<file path="src/rtl/sprite_motion_ctrl.sv">
// Per-frame sprite motion scheduler: on each frame_tick it walks the sprite
// table one entry per clock, stepping each sprite and bouncing it off the playfield bounds.

module sprite_axis_step #(
  parameter int LEN  = 100,
  parameter int MINV = 50,
  parameter int MAXV = 600
) (
  input  logic [9:0] pos_i,
  input  logic [2:0] step_i,
  input  logic       dir_i,
  output logic [9:0] pos_o,
  output logic       dir_o
);
  localparam logic [10:0] LEN_W = 11'(LEN);
  localparam logic [10:0] MIN_W = 11'(MINV);
  localparam logic [10:0] MAX_W = 11'(MAXV);

  logic [10:0] pos_w, step_w, far_w;

  // 11-bit zero-extended math so neither the far edge nor the low compare can wrap
  always_comb begin
    pos_w  = {1'b0, pos_i};
    step_w = {8'd0, step_i};
    far_w  = pos_w + LEN_W + step_w;
    pos_o  = pos_i;
    dir_o  = dir_i;
    if (dir_i && (far_w > MAX_W)) begin
      dir_o = 1'b0;
      pos_o = 10'(MAX_W - LEN_W);
    end else if (!dir_i && (pos_w < (MIN_W + step_w))) begin
      dir_o = 1'b1;
      pos_o = 10'(MIN_W);
    end else if (dir_i) begin
      pos_o = 10'(pos_w + step_w);
    end else begin
      pos_o = 10'(pos_w - step_w);
    end
  end
endmodule

module sprite_motion_ctrl #(
  parameter int NUM_SPR = 4,
  parameter int IDX_W   = 2,
  parameter int SPR_W   = 100,
  parameter int SPR_H   = 100,
  parameter int X_MIN   = 50,
  parameter int X_MAX   = 600,
  parameter int Y_MIN   = 50,
  parameter int Y_MAX   = 400
) (
  input  logic                   clk,
  input  logic                   rst,
  input  logic                   frame_tick,
  input  logic                   cfg_we,
  input  logic [IDX_W-1:0]       cfg_idx,
  input  logic [9:0]             cfg_x,
  input  logic [9:0]             cfg_y,
  input  logic [2:0]             cfg_step,
  input  logic                   cfg_xdir,
  input  logic                   cfg_ydir,
  output logic                   cfg_ready,
  output logic                   busy,
  output logic                   upd_done,
  output logic                   overrun,
  output logic [NUM_SPR*10-1:0]  spr_x,
  output logic [NUM_SPR*10-1:0]  spr_y
);
  typedef enum logic [1:0] {S_IDLE, S_UPDATE, S_DONE} state_e;

  localparam logic [IDX_W-1:0] LAST_IDX = IDX_W'(NUM_SPR - 1);

  state_e                   state_q, state_d;
  logic [IDX_W-1:0]         idx_q, idx_d;
  logic                     overrun_q, overrun_d;

  logic [NUM_SPR-1:0][9:0]  x_q, y_q;
  logic [NUM_SPR-1:0][2:0]  step_q;
  logic [NUM_SPR-1:0]       xdir_q, ydir_q;

  logic [9:0]               cur_x, cur_y, nxt_x, nxt_y;
  logic [2:0]               cur_step;
  logic                     cur_xdir, cur_ydir, nxt_xdir, nxt_ydir;
  logic                     idx_ok, wr_en, upd_en;

  always_comb begin
    state_d = state_q;
    idx_d   = idx_q;
    case (state_q)
      S_IDLE: if (frame_tick) begin
        state_d = S_UPDATE;
        idx_d   = '0;
      end
      S_UPDATE: begin
        if (idx_q == LAST_IDX) state_d = S_DONE;
        else                   idx_d   = idx_q + 1'b1;
      end
      S_DONE:   state_d = S_IDLE;
      default:  state_d = S_IDLE;
    endcase
  end

  always_ff @(posedge clk or posedge rst) begin
    if (rst) begin
      state_q   <= S_IDLE;
      idx_q     <= '0;
      overrun_q <= 1'b0;
    end else begin
      state_q   <= state_d;
      idx_q     <= idx_d;
      overrun_q <= overrun_d;
    end
  end

  assign cfg_ready = (state_q == S_IDLE);
  assign busy      = (state_q == S_UPDATE) || (state_q == S_DONE);
  assign upd_done  = (state_q == S_DONE);
  assign overrun   = overrun_q;
  assign overrun_d = overrun_q | (frame_tick & busy);

  assign idx_ok = ({1'b0, cfg_idx} < (IDX_W+1)'(NUM_SPR));
  assign wr_en  = cfg_we & cfg_ready & idx_ok;
  assign upd_en = (state_q == S_UPDATE);

  // Select the entry being walked; compare-based so idx never reads past the table
  always_comb begin
    cur_x    = '0;
    cur_y    = '0;
    cur_step = '0;
    cur_xdir = 1'b0;
    cur_ydir = 1'b0;
    for (int k = 0; k < NUM_SPR; k++) begin
      if (idx_q == IDX_W'(k)) begin
        cur_x    = x_q[k];
        cur_y    = y_q[k];
        cur_step = step_q[k];
        cur_xdir = xdir_q[k];
        cur_ydir = ydir_q[k];
      end
    end
  end

  sprite_axis_step #(.LEN(SPR_W), .MINV(X_MIN), .MAXV(X_MAX)) u_ax_x (
    .pos_i  (cur_x),
    .step_i (cur_step),
    .dir_i  (cur_xdir),
    .pos_o  (nxt_x),
    .dir_o  (nxt_xdir)
  );

  sprite_axis_step #(.LEN(SPR_H), .MINV(Y_MIN), .MAXV(Y_MAX)) u_ax_y (
    .pos_i  (cur_y),
    .step_i (cur_step),
    .dir_i  (cur_ydir),
    .pos_o  (nxt_y),
    .dir_o  (nxt_ydir)
  );

  // Writes only happen in IDLE and updates only in UPDATE, so they never collide
  always_ff @(posedge clk or posedge rst) begin
    if (rst) begin
      for (int k = 0; k < NUM_SPR; k++) begin
        x_q[k]    <= 10'(X_MIN);
        y_q[k]    <= 10'(Y_MIN);
        step_q[k] <= 3'd1;
        xdir_q[k] <= 1'b1;
        ydir_q[k] <= 1'b1;
      end
    end else begin
      for (int k = 0; k < NUM_SPR; k++) begin
        if (wr_en && (cfg_idx == IDX_W'(k))) begin
          x_q[k]    <= cfg_x;
          y_q[k]    <= cfg_y;
          step_q[k] <= cfg_step;
          xdir_q[k] <= cfg_xdir;
          ydir_q[k] <= cfg_ydir;
        end else if (upd_en && (idx_q == IDX_W'(k))) begin
          x_q[k]    <= nxt_x;
          y_q[k]    <= nxt_y;
          xdir_q[k] <= nxt_xdir;
          ydir_q[k] <= nxt_ydir;
        end
      end
    end
  end

  assign spr_x = x_q;
  assign spr_y = y_q;
endmodule

</file>
<file path="config.mk">
export PLATFORM = sky130hd
export DESIGN_NAME = sprite_motion_ctrl
export DESIGN_NICKNAME = d
export VERILOG_FILES = /design/src/rtl/sprite_motion_ctrl.sv
export SDC_FILE = /design/constraint.sdc
export NUM_CORES = 1
export LEC_CHECK = 0
export ABC_AREA = 1
export BUFFER_PORTS_ARGS = -buffer_cell sky130_fd_sc_hd__buf_2
export CORE_UTILIZATION = 59
export DETAILED_ROUTE_END_ITERATION = 12
export PLACE_DENSITY = 0.82
export RECOVER_POWER = 50
export SLEW_MARGIN = 20
export SYNTH_ARGS = -nofsm -noshare
export SYNTH_HDL_FRONTEND = slang
export SYNTH_SLANG_ARGS = --single-unit
</file>
<file path="constraint.sdc">
create_clock -name clk -period 5 [get_ports clk]
set_clock_uncertainty 0.2 [all_clocks]
set_input_delay 0 -clock clk [delete_from_list [all_inputs] [get_ports clk]]
set_output_delay 0 -clock clk [all_outputs]
set_load 0.005 [all_outputs]
</file>
# [Yosys cells after proc, flatten, opt, wreduce, memory -nomap -nowiden]
# Index checks and enable logic that the tools add are counted.
[word_totals] memories=0 regBits=105 ram_bits=0 wordCells=144 romBits=0 latch_bits=0
[classes] n_mul=0 add_sub_neg=10 magnitude_cmp=4 reduce_logical=25 n_bitwise=3 n_div=0 n_eq_ne=11 n_mux=68 n_shift=0
[ops] cell="2-to-1 mux 10 bit" count=30
[ops] cell="2-to-1 mux 1 bit" count=28
[ops] cell="adder 10 x 7 -> 11 bit (second input constant)" count=2
[ops] cell="adder 11 x 3 -> 11 bit" count=2
[ops] cell="less-than comparator 10 x 11 -> 1 bit" count=2
[ops] cell="adder 10 x 3 -> 10 bit" count=2
[ops] cell="subtractor 10 x 3 -> 10 bit" count=2
[ops] cell="logical AND 1 bit" count=12
[ops] cell="2-to-1 mux 3 bit" count=4
[ops] cell="greater-than comparator 11 x 10 -> 1 bit (second input constant)" count=1
[ops] cell="greater-than comparator 11 x 9 -> 1 bit (second input constant)" count=1
[ops] cell="equality test 2 bit (second input constant)" count=5
[ops] cell="nonzero test 2 bit" count=5
[ops] cell="2-to-1 mux 2 bit" count=4
[ops] cell="case mux 2 bit (2 select lines)" count=2
[ops] cell="adder 6 x 3 -> 7 bit (first input constant)" count=1
[ops] cell="equality test 2 x 1 -> 1 bit (second input constant)" count=3
[ops] cell="zero test 2 bit" count=3
[ops] cell="!= test 2 bit (second input constant)" count=2
[ops] cell="AND reduction 3 bit" count=1
[ops] cell="adder 2 x 1 -> 2 bit (second input constant)" count=1
[ops] cell="bitwise AND 1 bit" count=2
[ops] cell="zero test 1 bit" count=2
[ops] cell="!= test 2 x 1 -> 1 bit (second input constant)" count=1
[ops] cell="other kinds (3)" count=3

# [Longest topological paths before layout]
[depth] depth_word=12 mapped_depth=29 mapped_depth_nobuf=28

# [Cells and area by module]
# Synthesis repeated with hierarchy kept, for this count alone.
[hier_totals] cells_unflattened=1378 area_unflattened_um2=8760.9
[modules_own_cells] mod="sprite_motion_ctrl" area_each_um2=6293.5 instances=1 cells_each=944 seq_area_each_um2=2672.6
[modules_own_cells] mod="sprite_axis_step at u_ax_y" area_each_um2=1260.0 instances=1 cells_each=225 seq_area_each_um2=0.0
[modules_own_cells] mod="sprite_axis_step at u_ax_x" area_each_um2=1207.4 instances=1 cells_each=209 seq_area_each_um2=0.0

# [Worst setup path after synthesis]
# Ideal clock, no wire load.
[synth_path] path_kind="register to register" start="reg idx_q[0]" end="reg x_q (netlist bit spr_x[12])" t_arrival_ns=3.880 stages_incl_launch_ff=27 required_ns=4.683 period_less_slack_ns=4.197 setup_slack_ns=0.803 cell_sequence="dfrtp_1 > ha_1 > buf_4 > buf_2 > buf_1 > buf_1 > a21oi_1 > o21ai_0 > o21ai_0 > ha_1 > ha_1 > fa_1 > nand2_1 > nand2_1 > nand3_1 > inv_1 > nand2_1 > nand2_1 > nand2_1 > nand2_1 > nor2_1 > nand3b_1 > nand3_2 > buf_6 > nand2_4 > nand2_1 > nand2_1"
[synth_via] elab_chain_cells=12 word_cells_on_any_way=33 cone_classes="add/sub: 5; order compare: 2; eq/ne: 3; mux: 17; reduce/logical: 6"
[synth_rtl] element="from (decl)" line="74" source="logic [IDX_W-1:0] idx_q, idx_d;"
[synth_rtl] element="from (signal assigned)" line="110" source="idx_q <= idx_d;"
[synth_rtl] element="zero test 2 bit" line="133" source="if (idx_q == IDX_W'(k)) begin"
[synth_rtl] element="2-to-1 mux 10 bit or 2-to-1 mux 3 bit (tied branches) (4 in series)" line="133"
[synth_rtl] element="adder 10 x 7 -> 11 bit or adder 6 x 3 -> 7 bit (tied branches)" line="25, 31"
[synth_rtl] element="adder 11 x 3 -> 11 bit or less-than comparator 10 x 11 -> 1 bit (tied branches)" line="25, 31"
[synth_rtl] element="greater-than comparator 11 x 10 -> 1 bit or logical AND 1 bit (tied branches)" line="28, 31"
[synth_rtl] element="logical AND 1 bit or 2-to-1 mux 10 bit (tied branches)" line="28, 31"
[synth_rtl] element="2-to-1 mux 10 bit" line="28" source="if (dir_i && (far_w > MAX_W)) begin"
[synth_rtl] element="2-to-1 mux 10 bit" line="177" source="end else if (upd_en && (idx_q == IDX_W'(k))) begin"
[synth_rtl] element="2-to-1 mux 10 bit" line="171" source="if (wr_en && (cfg_idx == IDX_W'(k))) begin"
[synth_rtl] element="to (signal, indexed assignment)" line="163" source="x_q[k] <= 10'(X_MIN);"
[synth_rtl] element="to (signal, indexed assignment)" line="172" source="x_q[k] <= cfg_x;"
[synth_rtl] element="to (signal, indexed assignment)" line="178" source="x_q[k] <= nxt_x;"
[synth_rtl] element="to (decl)" line="77" source="logic [NUM_SPR-1:0][9:0] x_q, y_q;"
# Parallel ways exist; a longest one is shown, timed or not. The select of a mux whose other input is x is not followed.
# A chain may end at the register's enable or synchronous reset.

# [Worst setup path in the final report]
# Same ends and word-level chain as after synthesis.

==> results <==
- The type of the most critical hold path is input port to flop.
- The number of diodes is 0.
- The flow ran to the end, but the final reports show violations.
- The accumulated negative setup slack is 0 ns.
- The checks that failed: max-capacitance violations, max-slew violations.
- The number of DRC violations after detailed-routing iteration 0 is 969.
- For this block, the routed nets add up to 28300 µm of wire.
- The region available for standard cell placement spans 0.0133 mm².
- CTS saw 105 sinks.
- After layout, the minimum clock period comes to 4.67 ns.
- The sequential share of the synthesized area is 0.332.
- At the later pin of the worst-skew pair, clock insertion delay measures 0.37 ns.
- Dividing the synthesized area by the synthesized cell count gives 6.91 µm².
- The post-synthesis instance total is 1166.
- The clock-pin slew on the worst setup and hold paths is 0.08 ns.
- The setup-violating endpoint count in the final report is 0.
- The routed via count divided by cell count is 5.94.
- The final routed wire length divided by cell count is 19.0 µm.
- The setup check on the worst reg-to-reg path leaves a slack of 0.33 ns.
- The number of register bits inferred by synthesis is 105.
- Detailed routing inserted a total of 8826 vias.
- The routability congestion estimate from global placement is 0.985.
- The die is 119 µm tall.
- In this run the core area contains 42 standard-cell rows.
- The total count of hold-check failures in the final report was 0.
- Across every metal layer, demand over resource in global routing totals 0.408.
- Fill cells in the final layout number 1128.
- The clock tree buffer depth is 2.
- For the pin with the worst max-slew slack, the measured transition is 2.66 ns.
- The capturing element type of the critical path is a flop.
- The H-tree depth is 3.
- The highest-delay cell along the critical path is sky130_fd_sc_hd__dfrtp_1.
- The count of final max-slew check failures is 60.
- The fmax is 214 MHz.
- In this design, the stage delay of the slowest critical-path cell is 0.44 ns.
- STA puts the critical path data required time at 5.06 ns.
- The cell area after technology mapping is 0.00805 mm².
- The die is 119 µm wide.
- The first global-routing pass estimated 43800 µm of wire.
- The number of clock buffers added by TritonCTS is 9.
- The initial core utilization is 0.606.
- Detailed placement finished with a half-perimeter wire length of 19400 µm.
- Max-cap violations in this run came to 1.
- The cell repeated most along the worst path is sky130_fd_sc_hd__nand2_1.
- The share of flip-flops with an asynchronous set or reset is 1.00.
- The proportion of layout cells with a drive suffix above 1 is 0.137.
- The count of nets left with antenna violations once routing finished came out at 0.
- During placement, the flow inserted port buffers numbering 114.
- The sum of overflow across all layers after global routing is 0.
- TritonCTS built the clock tree.
- The number of warning messages in the yosys log is 0.
- The number of flops mapped to enable cells by yosys is 0.
- The element type at the critical path start is a flop.
- The number of search-and-repair iterations in the first detailed-routing pass is 6.
- The number of different library cells used by synthesis comes to 47.
- For this run, the leading register cell type out of synthesis is sky130_fd_sc_hd__dfrtp_1.
- Entering global routing, the biggest net connects 60 pins.
- The worst setup path is of the flop to flop kind.
- The die covers 0.0141 mm².
- The net count after synthesis is 1253.
- The final worst-path cycle share is 0.933.
- From synthesis to final layout, the design area changed by 17.0%.
- The clock root buffer is sky130_fd_sc_hd__clkbuf_16.
- In this run the worst path has a maximum fanout of 16.
- After clock tree synthesis, the setup repair step added 0 buffers.
- The number of antenna violations at the first check in global routing was 0.
- The via count of the first global-routing pass came to 8327.
- Setup repair after global routing left no endpoint under its margin.
- The number of top-level pins is 115.
- The number of nets in the layout is 1392.
- The relative slew slack is -0.782.
- At the worst endpoint, the arrival time is 4.72 ns.
- For this run, design rule violations remaining after detail routing come to 0.
- Hold timing on the final database bottoms out at a slack of 0.0867 ns.
synthesized netlist by cell type, types with 3 or more instances:
cell / count / area share
sky130_fd_sc_hd__ha_1: 52 / 0.081
sky130_fd_sc_hd__dfstp_2: 36 / 0.12
sky130_fd_sc_hd__o211ai_1: 4 / 0.0037
sky130_fd_sc_hd__nor3_1: 10 / 0.0062
sky130_fd_sc_hd__nand4_1: 3 / 0.0023
sky130_fd_sc_hd__buf_4: 4 / 0.0037
sky130_fd_sc_hd__buf_1: 3 / 0.0014
sky130_fd_sc_hd__a22oi_1: 11 / 0.010
sky130_fd_sc_hd__nand2_1: 283 / 0.13
sky130_fd_sc_hd__a21oi_1: 55 / 0.034
sky130_fd_sc_hd__buf_6: 4 / 0.0056
sky130_fd_sc_hd__nand2_2: 3 / 0.0023
sky130_fd_sc_hd__o22ai_1: 59 / 0.046
sky130_fd_sc_hd__buf_2: 10 / 0.0062
sky130_fd_sc_hd__clkbuf_1: 22 / 0.010
sky130_fd_sc_hd__inv_2: 5 / 0.0023
sky130_fd_sc_hd__or2_2: 4 / 0.0031
sky130_fd_sc_hd__nor2_1: 47 / 0.022
sky130_fd_sc_hd__dfrtp_1: 69 / 0.21
sky130_fd_sc_hd__fa_1: 4 / 0.0099
sky130_fd_sc_hd__xor2_1: 11 / 0.012
sky130_fd_sc_hd__inv_1: 237 / 0.11
sky130_fd_sc_hd__nand2_4: 6 / 0.0084
sky130_fd_sc_hd__o21ai_1: 3 / 0.0019
sky130_fd_sc_hd__o21ai_0: 75 / 0.047
sky130_fd_sc_hd__nand3_2: 5 / 0.0062
sky130_fd_sc_hd__nand3_1: 110 / 0.068
cells in the final DEF (no fill, tap or decap), types with 3 or more instances in the layout:
| master | n |
|---|---|
| sky130_fd_sc_hd__nand2_1 | 283 |
| sky130_fd_sc_hd__inv_1 | 236 |
| sky130_fd_sc_hd__nand3_1 | 110 |
| sky130_fd_sc_hd__buf_2 | 85 |
| sky130_fd_sc_hd__o21ai_0 | 75 |
| sky130_fd_sc_hd__dfrtp_1 | 69 |
| sky130_fd_sc_hd__o22ai_1 | 59 |
| sky130_fd_sc_hd__a21oi_1 | 55 |
| sky130_fd_sc_hd__ha_1 | 51 |
| sky130_fd_sc_hd__nor2_1 | 47 |
| sky130_fd_sc_hd__dlygate4sd3_1 | 33 |
| sky130_fd_sc_hd__clkbuf_1 | 29 |
| sky130_fd_sc_hd__buf_4 | 22 |
| sky130_fd_sc_hd__dfstp_2 | 21 |
| sky130_fd_sc_hd__dfstp_1 | 15 |
| sky130_fd_sc_hd__xor2_1 | 11 |
| sky130_fd_sc_hd__a22oi_1 | 11 |
| sky130_fd_sc_hd__nor3_1 | 10 |
| sky130_fd_sc_hd__clkbuf_16 | 9 |
| sky130_fd_sc_hd__nand2_4 | 6 |
| sky130_fd_sc_hd__inv_2 | 5 |
| sky130_fd_sc_hd__nand3_2 | 5 |
| sky130_fd_sc_hd__o211ai_1 | 4 |
| sky130_fd_sc_hd__or2_2 | 4 |
| sky130_fd_sc_hd__fa_1 | 4 |
| sky130_fd_sc_hd__nand2_2 | 3 |
| sky130_fd_sc_hd__nand4_1 | 3 |
| sky130_fd_sc_hd__o21ai_1 | 3 |
| sky130_fd_sc_hd__inv_8 | 3 |
what timing repair did:
action                                  4_1_cts  5_1_grt
endpoints found under the setup margin        0        8
resized for setup                             0        1
endpoints found under the hold margin       149        0
hold buffers                                 33        0
flip-flops by register name, indices dropped and copies added (netlist names):
| signal | cells |
|---|---|
| idx_q | 2 |
| overrun | 1 |
| spr_x | 40 |
| spr_y | 40 |
| state_q | 2 |
| step_q | 12 |
| xdir_q | 4 |
| ydir_q | 4 |
area by class of cell:
class                      instances  area (µm²)  area share
inverter                         245         923      0.0980
sequential                       105        2670       0.284
tap                              176         220      0.0234
clock inverter                     6        66.3     0.00704
multi-input combinational        773        4240       0.450
clock buffer                      10         239      0.0254
timing repair buffer             171        1050       0.112
through the flow:
| step | cell area (µm²) | util | std cells | setup slack, ns |
|---|---|---|---|---|
| after global placement | 8820 | 0.663 | 1437 | 0.505 |
| after floorplan | 8050 | - | 1166 | 0.803 |
| after global routing | 9420 | 0.708 | 1486 | 0.0803 |
| after detailed placement | 8820 | 0.663 | 1437 | 0.427 |
| after CTS | 9460 | 0.711 | 1486 | 0.324 |
| final | 9420 | 0.708 | 1486 | 0.333 |
per-layer routing:
| metal | wire, µm | part of all wire | GRT usage | up-vias |
|---|---|---|---|---|
| li1 | - | - | - | 4014 |
| met1 | 11100 | 0.39 | 0.544 | 4048 |
| met2 | 12300 | 0.44 | 0.614 | 648 |
| met3 | 3600 | 0.13 | 0.109 | 116 |
| met4 | 1290 | 0.045 | 0.203 | 0 |
| met5 | 0 | 0 | 0 | - |
critical path: cells and delay by family (launching register included):
family,cells,cell delay (ns)
simple gates,15,1.52
flops,1,0.44
buf+inv,5,0.76
compound gates,2,0.34
fa+ha+maj,4,1.27
logic make-up after synthesis:
family,Yosys count,synth area share
adders and majority gates,56,0.0907
and+or+nand+nor,477,0.257
buffers and inverters,288,0.142
AOI/OAI and AO/OA,227,0.165
xor gates and xnor gates,13,0.0141
DFF,105,0.332
final timing paths:
path                                        from               endpoint  depth (start not counted)
hold reg to reg            step_q[6]$_DFFE_PP1P_  step_q[6]$_DFFE_PP1P_                          2
setup reg to reg            idx_q[0]$_DFFE_PP0P_  spr_x[12]$_DFFE_PP0P_                         26
setup / recovery            idx_q[0]$_DFFE_PP0P_  spr_x[12]$_DFFE_PP0P_                         26
max in group asynchronous                    rst  spr_x[28]$_DFFE_PP0P_                          4
min in group asynchronous                    rst  spr_y[27]$_DFFE_PP0P_                          3
hold / removal                        cfg_idx[0]  ydir_q[1]$_DFFE_PP1P_                          6
Power is left out: the tool's default activity adds up to more than one toggle a clock period on the data nets, which glitch-free logic cannot reach.
